<file path="src/rtl/fifo_mrp.sv">
//------------------------------------------------------------------------------
// fifo_mrp : single-write, multi-read-pointer first-word-fall-through FIFO
//            with per-reader frame tracking, reader-enable mask and occupancy.
// Revision : 1.0
//------------------------------------------------------------------------------
`default_nettype none

module fifo_mrp #(
  parameter int DATA_WIDTH = 5,
  parameter int ADDR_WIDTH = 3,
  parameter int NUM_RD     = 2,
  parameter int FRAME_LEN  = 8
) (
  input  logic                         clk,
  input  logic                         reset,
  input  logic                         w_en,
  input  logic [DATA_WIDTH-1:0]        data_in,
  output logic                         n_full,
  input  logic [NUM_RD-1:0]            rd_active,
  input  logic [NUM_RD-1:0]            r_en,
  output logic [NUM_RD*DATA_WIDTH-1:0] data_out,
  output logic [NUM_RD-1:0]            n_empty,
  output logic [NUM_RD-1:0]            r_last,
  output logic [ADDR_WIDTH:0]          level
);

  localparam int              DEPTH      = 1 << ADDR_WIDTH;
  localparam int              PW         = ADDR_WIDTH + 1;
  localparam int              FW         = $clog2(FRAME_LEN);
  localparam logic [FW-1:0]   FRAME_LAST = FW'(FRAME_LEN - 1);
  localparam logic [PW-1:0]   DEPTH_CNT  = PW'(DEPTH);

  if (FRAME_LEN < 2 || NUM_RD < 1) begin : g_param_check
    $error("fifo_mrp: FRAME_LEN must be >= 2 and NUM_RD >= 1");
  end

  logic [DATA_WIDTH-1:0]        mem [DEPTH];
  logic [PW-1:0]                wr_ptr;
  logic [PW-1:0]                wr_ptr_nxt;
  logic                         wr_ok;
  logic [NUM_RD-1:0][PW-1:0]    occ;
  logic [PW-1:0]                level_c;

  assign wr_ok      = w_en & n_full;
  assign wr_ptr_nxt = wr_ptr + {{ADDR_WIDTH{1'b0}}, wr_ok};

  always_ff @(posedge clk) begin
    if (reset) begin
      wr_ptr <= '0;
    end else begin
      wr_ptr <= wr_ptr_nxt;
    end
  end

  always_ff @(posedge clk) begin
    if (wr_ok && !reset) begin
      mem[wr_ptr[ADDR_WIDTH-1:0]] <= data_in;
    end
  end

  // The slowest active reader bounds the free space; inactive readers never block writes.
  always_comb begin
    level_c = '0;
    for (int i = 0; i < NUM_RD; i++) begin
      if (rd_active[i] && (occ[i] > level_c)) begin
        level_c = occ[i];
      end
    end
  end

  assign level  = level_c;
  assign n_full = (level_c != DEPTH_CNT);

  for (genvar gi = 0; gi < NUM_RD; gi++) begin : g_rd
    logic [PW-1:0] rd_ptr;
    logic [FW-1:0] frame_idx;

    assign occ[gi]     = wr_ptr - rd_ptr;
    assign n_empty[gi] = rd_active[gi] & (occ[gi] != '0);
    assign r_last[gi]  = n_empty[gi] & (frame_idx == FRAME_LAST);
    assign data_out[gi*DATA_WIDTH +: DATA_WIDTH] =
      n_empty[gi] ? mem[rd_ptr[ADDR_WIDTH-1:0]] : '0;

    // A disabled reader shadows the write pointer so it resumes with fresh data only.
    always_ff @(posedge clk) begin
      if (reset) begin
        rd_ptr    <= '0;
        frame_idx <= '0;
      end else if (!rd_active[gi]) begin
        rd_ptr    <= wr_ptr_nxt;
        frame_idx <= '0;
      end else if (r_en[gi] && n_empty[gi]) begin
        rd_ptr    <= rd_ptr + PW'(1);
        frame_idx <= (frame_idx == FRAME_LAST) ? '0 : frame_idx + FW'(1);
      end
    end
  end

endmodule

`default_nettype wire

</file>
<file path="config.mk">
export PLATFORM = sky130hd
export DESIGN_NAME = fifo_mrp
export DESIGN_NICKNAME = d
export VERILOG_FILES = /design/src/rtl/fifo_mrp.sv
export SDC_FILE = /design/constraint.sdc
export NUM_CORES = 1
export LEC_CHECK = 0
export BUFFER_PORTS_ARGS = -buffer_cell sky130_fd_sc_hd__buf_2
export CORE_MARGIN = 4
export CORE_UTILIZATION = 25
export CTS_BUF_LIST = sky130_fd_sc_hd__clkbuf_4 sky130_fd_sc_hd__clkbuf_8 sky130_fd_sc_hd__clkbuf_16
export CTS_CLUSTER_DIAMETER = 200
export DETAILED_ROUTE_END_ITERATION = 10
export PLACE_DENSITY_LB_ADDON = 0.3
export SLEW_MARGIN = 15
export SYNTH_ARGS = -nofsm -noshare
export SYNTH_HDL_FRONTEND = slang
export SYNTH_SLANG_ARGS = --single-unit
</file>
<file path="constraint.sdc">
create_clock -name clk -period 4.94 [get_ports clk]
set_input_delay 1.482 -clock clk [delete_from_list [all_inputs] [get_ports clk]]
set_output_delay 1.482 -clock clk [all_outputs]
set_load 0.05 [all_outputs]
</file>
Yosys cells after proc, flatten, opt, wreduce, memory -nomap -nowiden
Memories as Yosys holds them, arrays and structs flattened. A register that Yosys moved wholly into a read port is not among the register bits.
Cells that the tools add are included.
- add/subtract/negate cells: 7
- order comparisons: 2
- eq/ne operators: 5
- muxes and demuxes: 16
- bitwise gates (word level): 7
- reduce and logical (&&, ||, !) cells: 10
- operators with widths (cell ; count):
    4-bit 2-to-1 mux ; 6
    3-bit 2-to-1 mux ; 6
    5-bit 2-to-1 mux ; 2
    4-bit by 1-bit adder with 4-bit output, second input constant ; 2
    4-bit nonzero test ; 2
    4-bit subtractor ; 2
    3-bit by 1-bit adder with 3-bit output, second input constant ; 2
    3-bit == test, second input constant ; 2
    1-bit AND ; 5
    1-bit logical AND ; 5
    4-bit by 1-bit adder with 4-bit output ; 1
    4-bit by 1-bit greater-than comparator with 1-bit output, second input constant ; 1
    4-bit greater-than comparator ; 1
    2-bit by 1-bit != test with 1-bit output, second input constant ; 2
    4-bit != test, second input constant ; 1
    2-bit OR reduction ; 2
    1-bit 2-to-1 mux ; 2
    1-bit inverter ; 2
    1-bit zero test ; 1
- register bits: 18
- bits in writable memories: 40
- input port bits: 12
- output and inout port bits: 19
- logic and storage cells: 53
- memories kept: 1
- memories (memory ; words ; width ; rd ports ; clocked after memory_dff ; write ports ; RTL line ; source):
    mem ; 8 ; 5 ; 2 ; 2 ; 1 ; 37 ; logic [DATA_WIDTH-1:0] mem [DEPTH];

Logic depth before layout (Yosys ltp)
- depth in word-level cells: 13
- gate-level depth with buffers: 18
- gate-level depth less buffers: 17

Worst setup path after synthesis
No wires, ideal clock.
- kind: in2out
- from: input port rd_active[0]
- to: output port level[1]
- data arrival time: 3833 ps
- data required time: 3458 ps
- slack: -375 ps
- stages: 7
- buffers on the path: 1
- cells stage by stage: clkbuf_1 -> nand2_1 -> ha_1 -> nor2b_1 -> o211ai_1 -> a21oi_1 -> o21ai_0
- longest elaborated chain between the ends: 5
- ends and longest elaborated chain (item ; RTL line ; source):
    start: declaration ; 19 ; input logic [NUM_RD-1:0] rd_active,
    1-bit logical AND * ; 65 ; if (rd_active[i] && (occ[i] > level_c)) begin
    4-bit 2-to-1 mux * ; 65 ;
    4-bit greater-than comparator ; 65 ;
    1-bit logical AND ; 65 ;
    4-bit 2-to-1 mux * ; 65 ;
    end: declaration ; 24 ; output logic [ADDR_WIDTH:0] level
Mark *: on every way between the ends. The rest lies on a longest branch, timed or not.

Worst setup path after layout
- from: register wr_ptr[0]
- to: output port n_full
- longest elaborated chain between the ends: 8
- elaborated cells on any way between the ends: 9
- classes of those cells: 2 x add/sub; 2 x order compare; 1 x eq/ne; 2 x mux; 2 x reduce/logical
- ends and longest elaborated chain (item ; RTL line ; source):
    start: declaration ; 38 ; logic [PW-1:0] wr_ptr;
    start signal: assignment ; 51 ; wr_ptr <= wr_ptr_nxt;
    4-bit subtractor ; 78 ; assign occ[gi] = wr_ptr - rd_ptr;
    4-bit by 1-bit greater-than comparator with 1-bit output ; 65 ;
    1-bit logical AND ; 65 ;
    4-bit 2-to-1 mux ; 65 ;
    4-bit greater-than comparator ; 65 ;
    1-bit logical AND ; 65 ;
    4-bit 2-to-1 mux * ; 65 ;
    4-bit != test * ; 72 ; assign n_full = (level_c != DEPTH_CNT);
    end: declaration ; 18 ; output logic n_full,
Marks and branches as above.

==> report_table.html <==
<table>
<tr><th>Metric</th><th>Value</th></tr>
<tr><th colspan="2">Placed design</th></tr>
<tr><td>Count of input and output buffers</td><td>30</td></tr>
<tr><td>GPL Wtd Cong</td><td>0.789</td></tr>
<tr><td>Sum of net half-perimeters after detailed placement</td><td>5780 um</td></tr>
<tr><th colspan="2">Critical path</th></tr>
<tr><td>Slowest stage cell, crit path</td><td>sky130_fd_sc_hd__fa_2</td></tr>
<tr><td>Classification of the worst setup path</td><td>reg -&gt; out</td></tr>
<tr><td>Worst reg2reg startpoint</td><td>wr_ptr[0]</td></tr>
<tr><td>Critical R2R Capture</td><td>g_rd[1].rd_ptr[3]</td></tr>
<tr><td>Data arrival time of the critical path</td><td>3.27 ns</td></tr>
<tr><td>Worst stage delay on the critical path</td><td>0.59 ns</td></tr>
<tr><td>Crit path cell chain</td><td>inv_2, ha_1, inv_1, fa_2, nand2_1, ha_1, nor2b_1, o211ai_1, buf_4, a221o_1, o32ai_4, nand2_2, buf_4</td></tr>
<tr><td>Worst r2r path cells</td><td>18</td></tr>
<tr><td>Required time of the worst setup path</td><td>3.46 ns</td></tr>
<tr><td>CP endpoint kind</td><td>output pin</td></tr>
<tr><td>Largest fanout on the critical path</td><td>6</td></tr>
<tr><td>Crit path launch type</td><td>register</td></tr>
<tr><td>Slack of the worst reg-to-reg path</td><td>0.99 ns</td></tr>
<tr><th colspan="2">Drt</th></tr>
<tr><td>Drt initial violations</td><td>165</td></tr>
<tr><td>Remaining number of nets flagged by the antenna check after routing</td><td>0</td></tr>
<tr><td>DRC viols</td><td>0</td></tr>
<tr><td>Via/cell ratio</td><td>4.60</td></tr>
<tr><td>Post-DR wirelength/cell</td><td>15.9 um</td></tr>
<tr><td>DR vias</td><td>2304</td></tr>
<tr><td>First-pass iteration count of the detailed router</td><td>4</td></tr>
<tr><td>Wire length after detailed routing</td><td>7980 um</td></tr>
<tr><th colspan="2">Die</th></tr>
<tr><td>Die Area</td><td>15700 um^2</td></tr>
<tr><td>Std-Cell Core Area</td><td>13400 um^2</td></tr>
<tr><td>Effective utilization at floorplan</td><td>25.8%</td></tr>
<tr><td>Cell Rows</td><td>42</td></tr>
<tr><td>Die span in x</td><td>125 um</td></tr>
<tr><td>Vertical extent of the die</td><td>125 um</td></tr>
<tr><td>Ports placed on the boundary</td><td>31</td></tr>
<tr><th colspan="2">Timing</th></tr>
<tr><td>Accumulated negative setup slack</td><td>0 ns</td></tr>
<tr><td>Pin slew with the least headroom to its limit</td><td>0.748 ns</td></tr>
<tr><td>Number of slew-limit violations in the final report</td><td>0</td></tr>
<tr><td>Worst hold-check slack</td><td>0.471 ns</td></tr>
<tr><td>Final worst path period share</td><td>96.2%</td></tr>
<tr><td>Maximum clock skew at final layout</td><td>0.00424 ns</td></tr>
<tr><td>Relative max-transition margin</td><td>50.1%</td></tr>
<tr><td>Final min period</td><td>4.75 ns</td></tr>
<tr><td>Setup violation total in the final timing report</td><td>0</td></tr>
<tr><td>Maximum achievable frequency</td><td>210 MHz</td></tr>
<tr><td>Number of failing hold endpoints at the final stage</td><td>0</td></tr>
<tr><th colspan="2">Global routing</th></tr>
<tr><td>Maximum number of pins on one net before global-route repair</td><td>15</td></tr>
<tr><td>Vias in the first global route</td><td>2413</td></tr>
<tr><td>Global-route wire length before repair</td><td>12800 um</td></tr>
<tr><td>GR Overflow Total</td><td>0</td></tr>
<tr><td>All-Layer GR Usage</td><td>10.5%</td></tr>
<tr><td>Initial antenna violation count</td><td>0</td></tr>
<tr><th colspan="2">Final layout</th></tr>
<tr><td>Area delta synth-&gt;final</td><td>22.2%</td></tr>
<tr><td>Final Net Count</td><td>352</td></tr>
<tr><td>Antenna fix cells</td><td>0</td></tr>
<tr><td>Proportion of layout cells with a drive suffix above 1</td><td>28.6%</td></tr>
<tr><th colspan="2">Outcome</th></tr>
<tr><td>Result of the run</td><td>complete, no violations</td></tr>
<tr><th colspan="2">Hold path</th></tr>
<tr><td>Hold Crit Endpoint</td><td>g_rd[0].frame_idx[1]</td></tr>
<tr><td>Class of the tightest hold or removal check</td><td>reg -&gt; reg</td></tr>
<tr><td>Startpoint of the worst hold path</td><td>g_rd[0].frame_idx[1]</td></tr>
<tr><td>Number of stages on the worst hold path</td><td>2</td></tr>
<tr><th colspan="2">Synthesis</th></tr>
<tr><td>Top_reg_cell synth</td><td>sky130_fd_sc_hd__edfxtp_1</td></tr>
<tr><td>Number of different library cells in the post-synthesis netlist</td><td>42</td></tr>
<tr><td>Average size of a mapped cell</td><td>12.8 um^2</td></tr>
<tr><td>Post-synthesis instance total</td><td>270</td></tr>
<tr><td>Seq/Total Area, Yosys</td><td>48.7%</td></tr>
<tr><td>Post-synth ARST share</td><td>0%</td></tr>
<tr><td>Mapped cell area</td><td>3450 um^2</td></tr>
<tr><td>Warnings from Yosys</td><td>0</td></tr>
<tr><td>Number of synthesized flops with an enable pin</td><td>40</td></tr>
<tr><td>Total nets after synthesis</td><td>302</td></tr>
<tr><td>Flip-flop and latch count after synthesis</td><td>64</td></tr>
<tr><th colspan="2">Pwr</th></tr>
<tr><td>Cell-internal power</td><td>1530 uW</td></tr>
<tr><td>Logic gate share of total power</td><td>51.3%</td></tr>
<tr><td>Max VDD drop</td><td>656 uV</td></tr>
<tr><td>Clock power share</td><td>22.1%</td></tr>
<tr><td>Total net switching power</td><td>1160 uW</td></tr>
<tr><td>Share of power burned in registers</td><td>26.6%</td></tr>
<tr><td>Switching portion of total power</td><td>43.2%</td></tr>
<tr><td>Static leakage</td><td>0.00157 uW</td></tr>
<tr><td>Cell Pwr Density</td><td>639 nW/um^2</td></tr>
<tr><th colspan="2">Clock network</th></tr>
<tr><td>Clock buffer count from CTS</td><td>9</td></tr>
<tr><td>Htree depth</td><td>3</td></tr>
<tr><td>TritonCTS clock tree</td><td>built</td></tr>
<tr><td>Clock network latency to the later pin of the worst-skew pair</td><td>0.32 ns</td></tr>
<tr><td>Number of buffers on the longest clock path</td><td>2</td></tr>
<tr><td>Clock Root Buffer</td><td>sky130_fd_sc_hd__clkbuf_16</td></tr>
<tr><td>Number of clock sinks</td><td>64</td></tr>
<tr><td>CTS clk-pin slew, worst paths</td><td>0.05 ns</td></tr>
<tr><th colspan="2">Job</th></tr>
<tr><td>Max capacitance violation total</td><td>0</td></tr>
</table>
==> metrics by stage <==
stage	power, uW	instances	setup slack, ns	area (um^2)	util (%)
after global placement	2020	481	0.0793	3890	29.0
after detailed placement	2050	481	0.0143	3890	29.0
after CTS	2670	498	0.0325	4180	31.2
after floorplan	1720	270	-0.0111	3450	-
final	2700	501	0.186	4220	31.5
after global routing	2870	501	-0.00626	4220	31.5
==> what timing repair did <==
| action | 4_1_cts | 5_1_grt |
|---|---|---|
| setup endpoints to repair | 1 | 4 |
| hold endpoints to repair | 0 | 0 |
| resized for setup | 2 | 5 |
| pin swaps | 2 | 1 |
| hold buffers | 0 | 0 |
| setup buffers | 1 | 3 |
==> cells in the final DEF, fill, tap and decap left out, drive strengths merged, types with 2 or more instances in the layout <==
cell type,synthesis,routed
a21oi,5,5
buf,6,49
dfxtp,24,24
and3,4,4
nor3,2,2
a31oi,4,4
ha,18,18
a21o,4,4
mux4,20,20
nand3,9,9
nor2,23,23
clkbuf,4,10
xnor2,5,5
edfxtp,40,40
xor2,5,5
a211oi,14,14
mux2i,16,16
nor2b,5,5
fa,2,2
nand3b,2,2
clkinv,0,5
nand2,12,12
a211o,2,2
o21ai,6,6
inv,19,19
nand2b,5,5
o22ai,2,2
==> metal layers <==
metal | global-route usage, % | vias up | share of wire [%]
met1 | 13.4 | 1114 | 46
met5 | 0 | - | 0
met2 | 17.1 | 53 | 48
li1 | - | 1127 | -
met4 | 2.74 | 0 | 1.2
met3 | 3.41 | 10 | 5.3
==> power groups by stage <==
stage	clock, uW	sequential, uW	combinational, uW
detailed placement	0	729	1320
global route	637	730	1500
finish	596	717	1380
floorplan	0	661	1060
global placement	0	727	1300
CTS	611	720	1340
==> Yosys cell counts, drive strengths merged, types with 6 or more instances <==
cell     n  area share (%)
edfxtp  40              35
dfxtp   24              14
nor2    23             2.5
mux4    20              13
inv     19             2.1
ha      18             6.5
mux2i   16             4.6
a211oi  14             3.2
nand2   12             1.3
nand3    9             1.3
buf      6            0.76
o21ai    6            0.87
==> kinds of logic (layout without fill, tap and decap cells) <==
family,Yosys count,after routing,synth area share [%]
muxes,36,36,17.7
and+or+nand+nor,67,67,9.54
DFF,64,64,48.7
buffers and inverters,29,84,3.26
adders and majority gates,20,20,7.69
xor gates and xnor gates,10,10,2.54
AOI/OAI and AO/OA,44,44,10.6
==> critical path: cells and delay by family (launching register included) <==
family | cells | cell delay, ns
simple gates | 3 | 0.33
compound gates | 3 | 0.61
buf+inv | 4 | 0.56
fa+ha+maj | 3 | 1.05
flops | 1 | 0.37
==> flip-flops by register name, summed over array words and instances (netlist names), named ones only <==
| name | flops |
|---|---|
| mem | 40 |
| g_rd.rd_ptr | 8 |
| g_rd.frame_idx | 6 |
| wr_ptr | 4 |
==> worst max path at each step <==
stage               endpoint    startpoint  cells after the start
detailed placement    n_full  rd_active[0]                      9
finish                n_full     wr_ptr[0]                     13
global route          n_full     wr_ptr[0]                     13
global placement      n_full  rd_active[0]                      8
CTS                   n_full     wr_ptr[0]                     12
floorplan           level[1]  rd_active[0]                      7
==> cell type report <==
| cell class | instances | area (um^2) |
|---|---|---|
| clock inverters | 6 | 50.0 |
| fillers | 1376 | 9180 |
| inverters | 19 | 71.3 |
| clock buffers | 10 | 233 |
| flip-flops and latches | 64 | 1680 |
| multi-input cells | 177 | 1670 |
| well taps | 176 | 220 |
| repair buffers | 49 | 295 |
No activity file was read; power rests on OpenSTA's default activity.
